$ cat src/rtl/ro_meas_sequencer.sv
// Ring-oscillator measurement sequencer: clear, gate one RO, settle, capture a twice-seen count.
// Result and done appear CLR_CYC+G+SETTLE_CYC+3 cycles after start; no backpressure, start ignored while busy.
module ro_meas_sequencer #(
   parameter int N_RO       = 4,
   parameter int SEL_W      = 2,
   parameter int GATE_W     = 16,
   parameter int CNT_W      = 16,
   parameter int CLR_CYC    = 2,
   parameter int SETTLE_CYC = 4,
   parameter int CAPT_MAX   = 16
) (
   input  logic              clk,
   input  logic              rst,
   input  logic              start,
   input  logic              scan,
   input  logic              abort,
   input  logic [SEL_W-1:0]  ro_sel,
   input  logic [GATE_W-1:0] gate_cycles,
   input  logic [CNT_W-1:0]  ro_cnt,
   output logic [N_RO-1:0]   ro_en,
   output logic              cnt_clr,
   output logic              busy,
   output logic              res_valid,
   output logic [CNT_W-1:0]  res,
   output logic [SEL_W-1:0]  res_idx,
   output logic              res_err,
   output logic              done
);

   typedef enum logic [2:0] {S_IDLE, S_CLR, S_RUN, S_SETTLE, S_CAPT, S_NEXT} state_t;

   localparam logic [GATE_W-1:0] CLR_LD   = GATE_W'(CLR_CYC - 1);
   localparam logic [GATE_W-1:0] SET_LD   = GATE_W'(SETTLE_CYC - 1);
   localparam logic [GATE_W-1:0] CAPT_LD  = GATE_W'(CAPT_MAX - 1);
   localparam logic [SEL_W:0]    N_RO_W   = (SEL_W+1)'(N_RO);
   localparam logic [SEL_W-1:0]  LAST_IDX = SEL_W'(N_RO - 1);

   state_t            state, nstate;
   logic [GATE_W-1:0] cnt, ncnt;
   logic [SEL_W-1:0]  idx, nidx;
   logic [GATE_W-1:0] gate_q;
   logic              scan_q;
   logic [CNT_W-1:0]  prev;
   logic              have_prev;
   logic              err_pulse;
   logic              go, bad_sel, match, last;

   always_comb begin
      nstate  = state;
      ncnt    = cnt;
      nidx    = idx;
      go      = 1'b0;
      bad_sel = 1'b0;
      match   = 1'b0;
      last    = !scan_q || (idx == LAST_IDX);
      case (state)
         S_IDLE: begin
            if (start && !abort) begin
               if (!scan && ({1'b0, ro_sel} >= N_RO_W)) begin
                  bad_sel = 1'b1;
               end else begin
                  go     = 1'b1;
                  nstate = S_CLR;
                  ncnt   = CLR_LD;
                  nidx   = scan ? '0 : ro_sel;
               end
            end
         end
         S_CLR: begin
            if (cnt == '0) begin
               nstate = S_RUN;
               ncnt   = gate_q - 1'b1;
            end else begin
               ncnt = cnt - 1'b1;
            end
         end
         S_RUN: begin
            if (cnt == '0) begin
               nstate = S_SETTLE;
               ncnt   = SET_LD;
            end else begin
               ncnt = cnt - 1'b1;
            end
         end
         S_SETTLE: begin
            if (cnt == '0) begin
               nstate = S_CAPT;
               ncnt   = CAPT_LD;
            end else begin
               ncnt = cnt - 1'b1;
            end
         end
         S_CAPT: begin
            // ro_cnt is asynchronous: accept it only once two consecutive samples agree
            match = have_prev && (ro_cnt == prev);
            if (match || cnt == '0) begin
               nstate = S_NEXT;
            end else begin
               ncnt = cnt - 1'b1;
            end
         end
         S_NEXT: begin
            if (!last) begin
               nstate = S_CLR;
               ncnt   = CLR_LD;
               nidx   = idx + 1'b1;
            end else begin
               nstate = S_IDLE;
            end
         end
         default: nstate = S_IDLE;
      endcase
      if (abort && state != S_IDLE) begin
         nstate = S_IDLE;
      end
   end

   always_ff @(posedge clk) begin
      if (rst) begin
         state     <= S_IDLE;
         cnt       <= '0;
         idx       <= '0;
         gate_q    <= '0;
         scan_q    <= 1'b0;
         prev      <= '0;
         have_prev <= 1'b0;
         err_pulse <= 1'b0;
         ro_en     <= '0;
         cnt_clr   <= 1'b0;
         busy      <= 1'b0;
         res_valid <= 1'b0;
         res       <= '0;
         res_idx   <= '0;
         res_err   <= 1'b0;
         done      <= 1'b0;
      end else begin
         state     <= nstate;
         cnt       <= ncnt;
         idx       <= nidx;
         prev      <= ro_cnt;
         have_prev <= (state == S_CAPT);
         err_pulse <= bad_sel;
         if (go) begin
            scan_q <= scan;
            gate_q <= (gate_cycles == '0) ? GATE_W'(1) : gate_cycles;
         end
         // Outputs are decoded from the next state so they line up with the state they describe
         ro_en     <= (nstate == S_RUN) ? (N_RO'(1) << nidx) : '0;
         cnt_clr   <= (nstate == S_CLR);
         busy      <= (nstate != S_IDLE);
         res_valid <= (nstate == S_NEXT);
         done      <= (nstate == S_NEXT) && last;
         if (state == S_CAPT && nstate == S_NEXT) begin
            res     <= match ? ro_cnt : '1;
            res_err <= !match;
            res_idx <= idx;
         end else if (bad_sel) begin
            res_err <= 1'b1;
         end else if (err_pulse) begin
            res_err <= 1'b0;
         end
      end
   end

endmodule
$ cat config.mk
export PLATFORM = sky130hd
export DESIGN_NAME = ro_meas_sequencer
export DESIGN_NICKNAME = d
export VERILOG_FILES = /design/src/rtl/ro_meas_sequencer.sv
export SDC_FILE = /design/constraint.sdc
export NUM_CORES = 1
export LEC_CHECK = 0
export CORE_MARGIN = 1.5
export CORE_UTILIZATION = 50
export DETAILED_ROUTE_END_ITERATION = 7
export PLACE_DENSITY = 0.84
export SLEW_MARGIN = 0
export SYNTH_ARGS = -nofsm -noshare
export SYNTH_HDL_FRONTEND = slang
export SYNTH_SLANG_ARGS = --single-unit
$ cat constraint.sdc
create_clock -name clk -period 3.7 [get_ports clk]
set_clock_uncertainty 0.2 [all_clocks]
set_input_delay 0.37 -clock clk [delete_from_list [all_inputs] [get_ports clk]]
set_output_delay 0.37 -clock clk [all_outputs]
set_load 0.02 [all_outputs]
Word level (Yosys, flattened, before mapping):

Index checks and enable logic that the tools add are counted.

* flip-flop bits (word level): 82
* output and inout bits: 27

* bitwise logic cells: 1
* equal/unequal tests: 13
* mux-type cells: 25
* shift operators: 1
* reductions and logical operators: 18
* $add $sub $neg: 3

Operators with widths (number)
* 2-to-1 mux 16 bit: 8
* one-hot mux 16 bit (6 select lines): 1
* logical NOT 16 bit: 2
* subtractor 16 x 1 -> 16 bit (second input constant): 2
* 2-to-1 mux 3 bit: 6
* one-hot mux 3 bit (6 select lines): 1
* == test 16 bit: 1
* == test 3 x 2 -> 1 bit (second input constant): 3
* == test 3 bit (second input constant): 3
* == test 3 x 1 -> 1 bit (second input constant): 2
* 2-to-1 mux 2 bit: 3
* inequality test 2 bit (second input constant): 3
* nonzero test 3 bit: 2
* nonzero test 6 bit: 1
* logical AND 1 bit: 5
* 2-to-1 mux 1 bit: 5
* one-hot mux 2 bit (2 select lines): 1
* AND reduction 4 bit: 1
* << shifter 1 x 2 -> 4 bit (first input constant): 1
* logical NOT 1 bit: 3
* logical NOT 3 bit: 1
* adder 2 x 1 -> 2 bit (second input constant): 1
* == test 2 bit (second input constant): 1
* logical OR 1 bit: 2
* 2 further kinds: 2

Logic depth before layout (Yosys ltp):

Gate-level depths: netlist (run 1).

* depth in word-level cells: 9
* mapped depth: 10
* mapped depth without buffers: 8

Worst setup path before layout (run 1):

OpenSTA, ideal clock, no wires.

* path type: flip-flop to flip-flop
* start point: reg cnt[0]
* end point: reg res[10]
* library setup time: 0.058 ns
* stages on the path, launching flop included: 11
* path buffers: 2
* arrival time: 2.345 ns
* period minus slack after synthesis: 2.603 ns
* data required time: 3.442 ns
* setup slack: 1.097 ns
* path through: dfxtp_1 > inv_1 > ha_1 > nor3b_2 > and3_1 > buf_4 > nand2_4 > o22a_4 > a211oi_4 > buf_6 > o221a_2

* word-level cells in the longest chain between the ends: 7
* elaborated cells on any way between the ends: 10

RTL lines
* from (decl): line 39 `logic [GATE_W-1:0] cnt, ncnt;`
* from (signal assigned): line 138 `cnt <= ncnt;`
* logical NOT 16 bit (*)
* logical OR 1 bit: line 96 `if (match || cnt == '0) begin`
* 2-to-1 mux 3 bit: line 96
* one-hot mux 3 bit (6 select lines) (*): line 56 `case (state)`
* 2-to-1 mux 3 bit (*): line 113 `if (abort && state != S_IDLE) begin`
* == test 3 bit (*): line 153 `if (state == S_CAPT && nstate == S_NEXT) begin`
* logical AND 1 bit (*): line 153
* to (signal assigned): line 154 `res <= match ? ro_cnt : '1;`
* to (decl): line 24 `output logic [CNT_W-1:0] res,`

Every way passes the cells marked *; elsewhere a longest branch is shown, timed or not.
A chain may end at the register's enable or synchronous reset.

Final worst setup path (run 1):

* start point: reg cnt[0]
* end point: reg busy

* word-level cells in the longest chain between the ends: 6
* elaborated cells on any way between the ends: 9

RTL lines
* logical NOT 16 bit (*)
* logical OR 1 bit: line 96
* 2-to-1 mux 3 bit: line 96
* one-hot mux 3 bit (6 select lines) (*): line 56
* 2-to-1 mux 3 bit (*): line 113
* nonzero test 3 bit (*): line 150 `busy <= (nstate != S_IDLE);`
* to (signal assigned): line 150
* to (decl): line 22 `output logic busy,`

Marked as above.

==> summary.txt, run 1 <==
status: completed
Mapped Area: 0.004006 mm2
Internal: 1.545 mW
worst hold path type: reg -> reg
I/O Pins: 66
RSZ-0062 raised after global routing: false
register area share after synthesis: 0.4097
first-pass GRT wire length: 16,480 um
Total Power: 2.236 mW
CTS tree: yes
Hold Slack: 256.7 ps
fin. max-slew vios: 0
Clock Latency Late Sink: 370 ps
worst slew pin tran: 814.0 ps
WP data arrival: 2930 ps
initial antenna violation count: 0
Initial Utilization: 0.5185
clock slew at reported path FFs: 90 ps
Fin. Hold Viols: 0
setup TNS: 0 ps
post_cts resized: 0
PD cells: 448.1 mW/mm2
Placer Congestion: 0.9021
clock sinks: 82
max incr delay on CP: 600 ps
worst setup path class: reg -> reg
nature of the critical path endpoint: flop
Die W: 92.52 um
Iter 0 DRT Violations: 324
commonest cells after routing, fill and taps aside: 82 x dfxtp_1, 64 x clkdlybuf4s50_1, 51 x nand2_1
largest net degree at the start of global routing: 54
max cap viols: 0
fmax: 343.9 MHz
ys async rst share: 0
total track usage: 0.2420
Mapped Cells: 462
final wirelength: 9985 um
worst-case clock buffer depth: 2
post-DR wirelength/cell: 15.85 um
commonest non-fill, non-tap cell in the layout: dfxtp_1
Post-synth EDFFs: 0
Tcrit/Tclk final: 0.7859
full die area: 0.008559 mm2
leakage: 1.892 nW
Slew HR: 0.4523
1st-pass router iterations: 4
die span in y: 92.52 um
total number of yosys warnings: 0
Setup Viol. Count Final: 0
Flop pwr share: 0.428
layout cell share with drive strength beyond 1: 0.1042
Net Sw Frac: 0.3090
final routed DRC violation total: 0
Crit Path Max Fanout: 16
Root Buffer: clkbuf_8
Final ANT Viol Nets: 0
crit start category: flop
Row Count: 32
hold_buf cts: 0
switching power: 0.6909 mW
Avg Synthesized Cell Area: 8.672 um2
ys flop type: dfxtp_1
WP data required: 3720 ps
area grow syn2layout: 24.55%
library cells used by synthesis: 54
via-per-instance ratio: 5.927
critical path's slowest cell: o311ai_1
Post-CTS Setup Repair Bufs: 0
most used cell, CP: buf_4
Logic pwr share: 0.236
vias in the first global route: 3,498
cell family with most CP delay: compound AO/OA/AOI/OAI gates
Core Region: 0.007727 mm2
dpl hpwl: 6852 um
post-layout util: 0.6457
Port Buf Inserts: 65
Worst Path Buf+Inv: 3
Tmin final: 2908 ps
worst-path cell chain: inv_1 > ha_1 > nor3b_2 > buf_4 > and3_1 > nand2_4 > o22ai_1 > buf_4 > o311ai_1 > o31ai_1
Synthesized Nets: 504
H-tree levels: 3
ant diodes: 0
worst vdd ir: 0.2250 mV
Clock power frac: 0.336
global route total overflow: 0
layout net count: 565
via count: 3,734
#FFs+latches synth: 82
CTS Buf Count: 9
state kept, by name, summed over array words and instances (netlist names):
signal / count
cnt: 16
gate_q: 16
prev: 16
res: 16
ro_en: 4
state: 3
idx: 2
res_idx: 2
busy: 1
cnt_clr: 1
done: 1
have_prev: 1
res_err: 1
res_valid: 1
scan_q: 1
worst reg2reg max path: stages (launching register included):
cell      delay [ps]
dfxtp_1          410
inv_1             70
ha_1             260
nor3b_2          170
buf_4            170
and3_1           240
nand2_4          160
o22ai_1          120
buf_4            210
o311ai_1         600
o31ai_1          160
per-layer routing:
| metal | part of all wire | global-route usage | vias to the layer above |
|---|---|---|---|
| met5 | 0 | 0 | - |
| met4 | 0.014 | 0.08462 | 0 |
| met2 | 0.48 | 0.3909 | 146 |
| li1 | - | - | 1815 |
| met1 | 0.44 | 0.3209 | 1761 |
| met3 | 0.064 | 0.04762 | 12 |
logic make-up (layout without fill, tap and decap cells):
kind of cell             Yosys count  in the layout  share of synthesized area
buffers and inverters             37            103                    0.03779
multiplexers                       2              2                   0.004997
AO/OA/AOI/OAI                    115            115                     0.2042
adder cells (fa/ha/maj)            3              3                   0.009370
AND/OR/NAND/NOR                  183            183                     0.2464
flip-flops                        82             82                     0.4097
XOR/XNOR                          40             40                    0.08745
final cells by class:
class / count / area [um2]
clock buffers: 10 / 137.6
fillers: 663 / 2738
clock inverters: 6 / 96.34
multi-input cells: 343 / 2213
repair buffers: 77 / 735.7
flip-flops and latches: 82 / 1642
well taps: 102 / 127.6
inverters: 10 / 37.54
worst paths after layout:
| check | start | endpoint | slack [ps] | cells past startpoint |
|---|---|---|---|---|
| worst max register to register | cnt[0]$_SDFFE_PP0P_ | busy$_SDFF_PP0_ | 790 | 10 |
| worst max-delay path | cnt[0]$_SDFFE_PP0P_ | busy$_SDFF_PP0_ | 790 | 10 |
| worst min-delay path | scan_q$_SDFFE_PP0P_ | scan_q$_SDFFE_PP0P_ | 260 | 2 |
| worst min register to register | scan_q$_SDFFE_PP0P_ | scan_q$_SDFFE_PP0P_ | 260 | 2 |
power groups by stage:
stage          Clock (mW)  Combinational (mW)  Sequential, mW
2_1_floorplan           0               0.366           0.968
3_3_place_gp            0               0.502           0.974
3_5_place_dp            0               0.515           0.976
4_1_cts             0.762               0.519           0.955
5_1_grt             0.799               0.581           0.962
6_report            0.751               0.528           0.956
per-stage QoR:
stage          std cells  setup slack, ps  area [um2]
2_1_floorplan        462             1097        4006
3_3_place_gp         614            646.3        4756
3_5_place_dp         614            618.5        4756
4_1_cts              630            813.6        4990
5_1_grt              630            593.6        4990
6_report             630            792.1        4990
synth_stat cells (15+ instances only):
library cell | n | area (um2)
nor3_1 | 15 | 75.07
o221a_2 | 17 | 191.4
nand2_1 | 51 | 191.4
nor4_1 | 15 | 93.84
nor2b_1 | 23 | 143.9
xor2_1 | 34 | 297.8
clkbuf_1 | 23 | 86.33
dfxtp_1 | 82 | 1642
nor2_1 | 22 | 82.58
o21ai_0 | 19 | 95.09
nand3_1 | 19 | 95.09
a21oi_1 | 34 | 170.2
Note: power is estimated with default switching activity, not from simulation.
==> run 2, diff against run 1 <==
clock period = 2.85 ns   (was 3.7 ns; I/O delays follow)
==> run 2 against run 1 <==
Net effect:
- clock-buffer cell count is 1 higher
- critical endpoint is now cnt[3]$_SDFFE_PP0P_
- design area increased by 1.7%
- wire length rose by 4.1%
- clock power rose by 15%
- critical path depth shrank 1
==> summary.txt, run 2 (same netlist as run 1, synthesis figures left out) <==
Die W: 92.52 um
ant diodes: 0
Core Region: 0.007727 mm2
crit start category: flop
full die area: 0.008559 mm2
total track usage: 0.2547
fin. max-slew vios: 0
Port Buf Inserts: 65
layout cell share with drive strength beyond 1: 0.1255
area grow syn2layout: 26.70%
worst hold path type: in -> reg
die span in y: 92.52 um
Logic pwr share: 0.254
WP data arrival: 2730 ps
critical path's slowest cell: nor2_1
fmax: 376.5 MHz
Fin. Hold Viols: 0
met1 usage: 0.3340
post-layout util: 0.6569
Net Sw Frac: 0.3157
Tmin final: 2656 ps
worst vdd ir: 0.3164 mV
clock sinks: 82
placed insts: 628
layout net count: 579
CTS Buf Count: 9
Worst Path Buf+Inv: 2
worst setup path class: reg -> reg
Flop pwr share: 0.439
met2 Use GR: 0.4112
initial antenna violation count: 0
worst-path cell chain: inv_1 > ha_1 > nor3b_2 > buf_4 > nand3_1 > nor2_1 > nand2_1 > a221o_1 > a31oi_1
worst slew pin tran: 550.1 ps
1st-pass router iterations: 5
Slew HR: 0.6333
I/O Pins: 66
RSZ-0062 raised after global routing: false
hold_buf cts: 0
switching power: 0.8900 mW
global route total overflow: 0
Final ANT Viol Nets: 0
Setup Viol. Count Final: 0
max cap viols: 0
Iter 0 DRT Violations: 248
cell family with most CP delay: simple AND/OR/NAND/NOR gates
first-pass GRT wire length: 17,050 um
vias in the first global route: 3,527
met3 usage: 0.05255
Internal: 1.929 mW
clock slew at reported path FFs: 80 ps
post_cts resized: 0
CTS tree: yes
Tcrit/Tclk final: 0.9320
final routed DRC violation total: 0
via-per-instance ratio: 5.922
Crit Path Max Fanout: 7
Clock power frac: 0.307
Initial Utilization: 0.5185
max incr delay on CP: 390 ps
Post-CTS Setup Repair Bufs: 0
Hold Slack: 90.75 ps
PD cells: 555.3 mW/mm2
H-tree levels: 3
nature of the critical path endpoint: flop
Clock Latency Late Sink: 360 ps
worst-case clock buffer depth: 2
WP data required: 2930 ps
commonest non-fill, non-tap cell in the layout: dfxtp_1
via count: 3,814
status: completed
Total Power: 2.819 mW
dpl hpwl: 7409 um
largest net degree at the start of global routing: 45
Final Instance Count excl. Fillers: 644
post-DR wirelength/cell: 16.14 um
leakage: 1.947 nW
commonest cells after routing, fill and taps aside: 82 x dfxtp_1, 64 x clkdlybuf4s50_1, 51 x nand2_1
most crowded layer after global routing: met2
Row Count: 32
final wirelength: 10,390 um
pre-CTS WS: -1.903 ps
Root Buffer: clkbuf_8
final worst slack: 193.8 ps
Placer Congestion: 0.9007
## run 2: through the flow
| stage | TNS, ps | area (um2) |
|---|---|---|
| 2_1_floorplan | 0 | 4006 |
| 3_3_place_gp | 0 | 4873 |
| 3_5_place_dp | -1.903 | 4873 |
| 4_1_cts | 0 | 5076 |
| 5_1_grt | 0 | 5076 |
| 6_report | 0 | 5076 |
## run 2: layout make-up
type                            count  area (um2)
Fill cell                         634        2651
Multi-Input combinational cell    343        2213
Sequential cell                    82        1642
Timing Repair Buffer               91       853.3
Clock buffer                       11       141.4
Tap cell                          102       127.6
Clock inverter                      5       61.31
Inverter                           10       37.54
## run 2: metal layers
metal | part of all wire | routed length, um
met1 | 0.44 | 4575
met2 | 0.48 | 4980
met3 | 0.064 | 669
met4 | 0.016 | 165
met5 | 0 | 0
## run 2: worst paths after layout
path                                       endpoint  cells after the start           startpoint  slack, ps
worst max-delay path            cnt[3]$_SDFFE_PP0P_                      9  cnt[0]$_SDFFE_PP0P_        190
worst max register to register  cnt[3]$_SDFFE_PP0P_                      9  cnt[0]$_SDFFE_PP0P_        190
worst min register to register  scan_q$_SDFFE_PP0P_                      2  scan_q$_SDFFE_PP0P_        260
worst min-delay path            scan_q$_SDFFE_PP0P_                      2                  rst         90
## run 2: worst reg2reg max path, cell delays in order, from the launching register on
cell	delay, ps
dfxtp_1	370
inv_1	70
ha_1	250
nor3b_2	240
buf_4	180
nand3_1	140
nor2_1	390
nand2_1	190
a221o_1	350
a31oi_1	200
## run 2: power by group through the flow
stage | logic, mW | registers, mW | clock network, mW
after floorplan | 0.475 | 1.26 | 0
after global placement | 0.682 | 1.26 | 0
after detailed placement | 0.695 | 1.26 | 0
after CTS | 0.706 | 1.24 | 0.879
after global routing | 0.783 | 1.24 | 0.929
final | 0.715 | 1.24 | 0.867
==> run 3, diff against run 2 <==
clock period = 2.5 ns   (was 2.85 ns; I/O delays follow)
==> run 3 against run 2 <==
Net effect:
- wire length increased by 4.2%
- global-route usage grew 0.62 points
- worst setup slack got worse by 98 ps
- via count rose by 3.1%
- core utilization rose by 3.4 points
- first-iteration DRC count is 23% higher
- clock-buffer cell count decreased by 1
- sequential share of layout area fell by 1.6 points
- clock power is 30% higher
- total power increased by 22%
- design area rose by 5.3%
- non-clock buffer count up 27
- critical endpoint is now res[0]$_SDFFE_PP0P_
==> summary.txt, run 3 (same netlist as run 1, synthesis figures left out) <==
layout net count: 606
worst-path cell chain: clkdlybuf4s50_1 > xor2_1 > nor4_1 > nand3_1 > or3_1 > or3_4 > buf_4 > o221a_2
status: completed
Clock power frac: 0.329
critical path's slowest cell: clkdlybuf4s50_1
Initial Utilization: 0.5185
first-pass GRT wire length: 17,690 um
Logic pwr share: 0.262
Root Buffer: clkbuf_8
total track usage: 0.2608
dpl hpwl: 7791 um
ant diodes: 0
Flop pwr share: 0.410
max incr delay on CP: 460 ps
Iter 0 DRT Violations: 304
hold_buf cts: 0
PD cells: 644.2 mW/mm2
die span in y: 92.52 um
Worst Path Buf+Inv: 2
Net Sw Frac: 0.3097
commonest non-fill, non-tap cell in the layout: dfxtp_1
pre-CTS WS: -261.3 ps
leakage: 2.095 nW
clock sinks: 82
fmax: 416.0 MHz
full die area: 0.008559 mm2
clock slew at reported path FFs: 100 ps
setup TNS: 0 ps
max cap viols: 0
worst vdd ir: 0.3401 mV
via-per-instance ratio: 5.860
H-tree levels: 3
worst-case clock buffer depth: 2
crit start category: primary input
Clock Latency Late Sink: 370 ps
vias in the first global route: 3,785
RSZ-0062 raised after global routing: false
fin. max-slew vios: 0
area grow syn2layout: 33.35%
fillers: 608
WP data required: 2550 ps
Placed Area: 0.005087 mm2
Crit Path Max Fanout: 8
final routed DRC violation total: 0
cell family with most CP delay: simple AND/OR/NAND/NOR gates
via count: 3,932
worst hold path type: in -> reg
WP data arrival: 2460 ps
CTS tree: yes
global route total overflow: 0
flop2flop setup slack: 100 ps
I/O Pins: 66
Die W: 92.52 um
nature of the critical path endpoint: flop
commonest cells after routing, fill and taps aside: 82 x dfxtp_1, 64 x clkdlybuf4s50_1, 52 x buf_4
Core Region: 0.007727 mm2
largest net degree at the start of global routing: 39
Final ANT Viol Nets: 0
post-DR wirelength/cell: 16.13 um
Placer Congestion: 0.9006
Tcrit/Tclk final: 0.9616
Port Buf Inserts: 65
Row Count: 32
Setup Viol. Count Final: 0
Tmin final: 2404 ps
final wirelength: 10,830 um
1st-pass router iterations: 5
Internal: 2.375 mW
CTS Buf Count: 9
switching power: 1.066 mW
Fin. Hold Viols: 0
worst slew pin tran: 452.9 ps
worst setup path class: in -> reg
post-route cell area: 0.005343 mm2
Slew HR: 0.6981
initial antenna violation count: 0
post-layout util: 0.6914
layout cell share with drive strength beyond 1: 0.1757
final worst slack: 95.94 ps
-- run 3: cell count changes in the layout (fill, tap and decap cells not counted), sizes merged --
| cell | previous run | this run |
|---|---|---|
| buf | 27 | 54 |
| clkbuf | 11 | 10 |
| clkinv | 3 | 0 |
| bufinv | 1 | 2 |
| inv | 11 | 13 |
| clkinvlp | 0 | 1 |
-- run 3: what timing repair did --
item | CTS | global route
endpoints found under the setup margin | 0 | 22
buffers inserted | 0 | 1
resized for setup | 0 | 3
-- run 3: path summary, 6_finish.rpt --
| check | startpoint | to | cells past startpoint |
|---|---|---|---|
| setup / recovery | ro_cnt[11] | res[0]$_SDFFE_PP0P_ | 8 |
| setup reg to reg | cnt[1]$_SDFFE_PP0P_ | res[0]$_SDFFE_PP0P_ | 9 |
| hold / removal | rst | idx[1]$_SDFF_PP0_ | 2 |
| hold reg to reg | res_idx[0]$_SDFFE_PP0P_ | res_idx[0]$_SDFFE_PP0P_ | 2 |
-- run 3: final cells by class --
cell class	instances	area, um2	share of cell area
multi-input combinational	343	2246	0.4204
sequential	82	1642	0.3073
timing repair buffer	118	1056	0.1977
clock buffer	10	137.6	0.02576
tap	102	127.6	0.02389
clock inverter	6	96.34	0.01803
inverter	10	37.54	0.007026
-- run 3: through the flow --
stage | hold WS (ps) | power, mW | instances
2_1_floorplan | 178.2 | 1.985 | 462
3_3_place_gp | 243.1 | 2.281 | 654
3_5_place_dp | 257.3 | 2.302 | 654
4_1_cts | 55.98 | 3.422 | 670
5_1_grt | 99.03 | 3.596 | 671
6_report | 68.29 | 3.441 | 671
-- run 3: power groups by stage --
stage,sequential (mW),clock [mW],combinational [mW]
CTS,1.41,1.14,0.872
global placement,1.44,0,0.845
detailed placement,1.44,0,0.863
floorplan,1.43,0,0.551
finish,1.41,1.13,0.900
global route,1.42,1.20,0.982
-- run 3: routing by layer --
metal / global-route usage / up-vias / share of wire
met1: 0.3328 / 1854 / 0.44
li1: - / 1893 / -
met3: 0.04351 / 23 / 0.063
met5: 0 / - / 0
met4: 0.1154 / 0 / 0.018
met2: 0.4314 / 162 / 0.48
==> edit, RTL diff (settings of run 3) <==
The 6 states of `state_t` get a one-hot encoding in 6 bits.
--- a/src/rtl/ro_meas_sequencer.sv
+++ b/src/rtl/ro_meas_sequencer.sv
@@ -29,3 +29,3 @@
 
-   typedef enum logic [2:0] {S_IDLE, S_CLR, S_RUN, S_SETTLE, S_CAPT, S_NEXT} state_t;
+   typedef enum logic [5:0] {S_IDLE = 6'b000001, S_CLR = 6'b000010, S_RUN = 6'b000100, S_SETTLE = 6'b001000, S_CAPT = 6'b010000, S_NEXT = 6'b100000} state_t;
 
Behaviour: same outputs for any inputs over 10 cycles, from zero or initial values and one cycle with rst high; not proved beyond that.
==> edit against run 3 <==
Power up 1.6%; worst setup slack worse by 230 ps; via count up 14%; wire length up 22%; the flow now finishes with violations (negative setup slack); sequential cell count up 3; cell count up 12%; synthesized area up 6.2%; final area up 14%; clock power down 6%.
==> edit: results (changes against run 3) <==
- Status: complete, but fails checks (was finished clean)
- Failing checks: negative setup slack
- CP arrival: 2680 ps (was 2460 ps)
- # setup viols final: 21 (was 0)
- GR Util All Layers: 28.8% (was 26.1%)
- Register area share after synthesis: 40.0% (was 41.0%)
- Top-area cell type share of the netlist area: 40.0% (was 41.0%)
- Synth unique cells: 60 (was 54)
- Avg WL per Cell: 17.6 µm (was 16.1 µm)
- Fraction of layout cells with a size suffix above 1: 24.5% (was 17.6%)
- Top area cells in the synthesized netlist: dfxtp_1 40%, nor2_1 5.2%, nor3_1 4.5%, xor2_1 4.3%, mux2i_1 3.8% (was dfxtp_1 41%, xor2_1 7.4%, nand2_1 4.8%, o221a_2 4.8%, a21oi_1 4.2%)
- Pleak: 0.00247 µW (was 0.00209 µW)
- Worst VDD drop: 0.000417 V (was 0.000340 V)
- Final Instance Count excl. Fillers: 751 (was 671)
- Placed cells: 725 (was 654)
- Vias/cell: 5.99 (was 5.86)
- Post-DP HPWL: 9220 µm (was 7790 µm)
- Synth Net Count: 538 (was 504)
- Post-synthesis compound-gate area fraction: 16.1% (was 20.4%)
- Setup WS post-layout: -135 ps (was 95.9 ps)
- Synth Instances: 496 (was 462)
- Fin nets: 683 (was 606)
- Initial DRC count: 412 (was 304)
- First-pass GRT wire length: 20,300 µm (was 17,700 µm)
- Fin Setup TNS: -1640 ps (was 0 ps)
- Post-synthesis xor/xnor area fraction: 7.20% (was 8.74%)
- Slew margin rel.: 40.4% (was 69.8%)
[edit: cell types whose count changed in the layout (fill, tap and decap cells not counted), sizes merged, moves of 7 or more]
cell,delta
xnor2,+8
inv,+8
mux2i,+14
nand2,-41
nor2,+39
a31oi,+15
xor2,-13
a21oi,-13
o22ai,-8
or3,+7
buf,+40
o221a,-17
nor3,+22
[edit: per-layer routing]
metal | wire length [µm] | track usage (%)
met1 | 5750 | 37.4
met2 | 6270 | 47.3
met3 | 787 | 4.39
met4 | 403 | 12.1
met5 | 0 | 0
[edit: power by group]
| group | switching (µW) | leakage, µW | internal (µW) |
|---|---|---|---|
| Clock | 530 | 0.000112 | 530 |
| Combinational | 503 | 0.00167 | 503 |
| Sequential | 32.2 | 0.000693 | 1400 |
[edit: logic make-up after synthesis]
logic type,after synthesis
fa+ha+maj,3
compound gates,98
flops,85
mux,16
buf+inv,44
xor+xnor,35
simple gates,215
[edit: area by class of cell]
cell class              instances  area (µm²)  share of cell area (%)
clock buffers                  11         151                    2.49
inverters                      18        67.6                    1.11
multi-input cells             368        2550                    41.9
well taps                     105         131                    2.16
repair buffers                159        1420                    23.3
flip-flops and latches         85        1710                    28.0
clock inverters                 5        63.8                    1.05
[edit: timing repair]
item	in CTS	in global routing
gates resized for setup	25	20
setup endpoints to repair	37	28
pin swaps	11	27
setup buffers	4	4
cloned	1	1
[edit: worst paths after layout]
kind / start / to / slack, ps / cells past startpoint
setup / recovery: cnt[8] / cnt[1] / -140 / 8
hold / removal: rst / state[4] / 70 / 3
setup reg to reg: cnt[8] / cnt[1] / -140 / 8
hold reg to reg: res_err / res_err / 260 / 2
[edit: critical path: stages, from the launching register on]
cell	delay (ps)
dfxtp_1	320
or4_4	560
or4b_4	610
buf_12	160
buf_6	110
o21ai_4	120
and3_4	210
o21ai_2	50
a22o_1	190
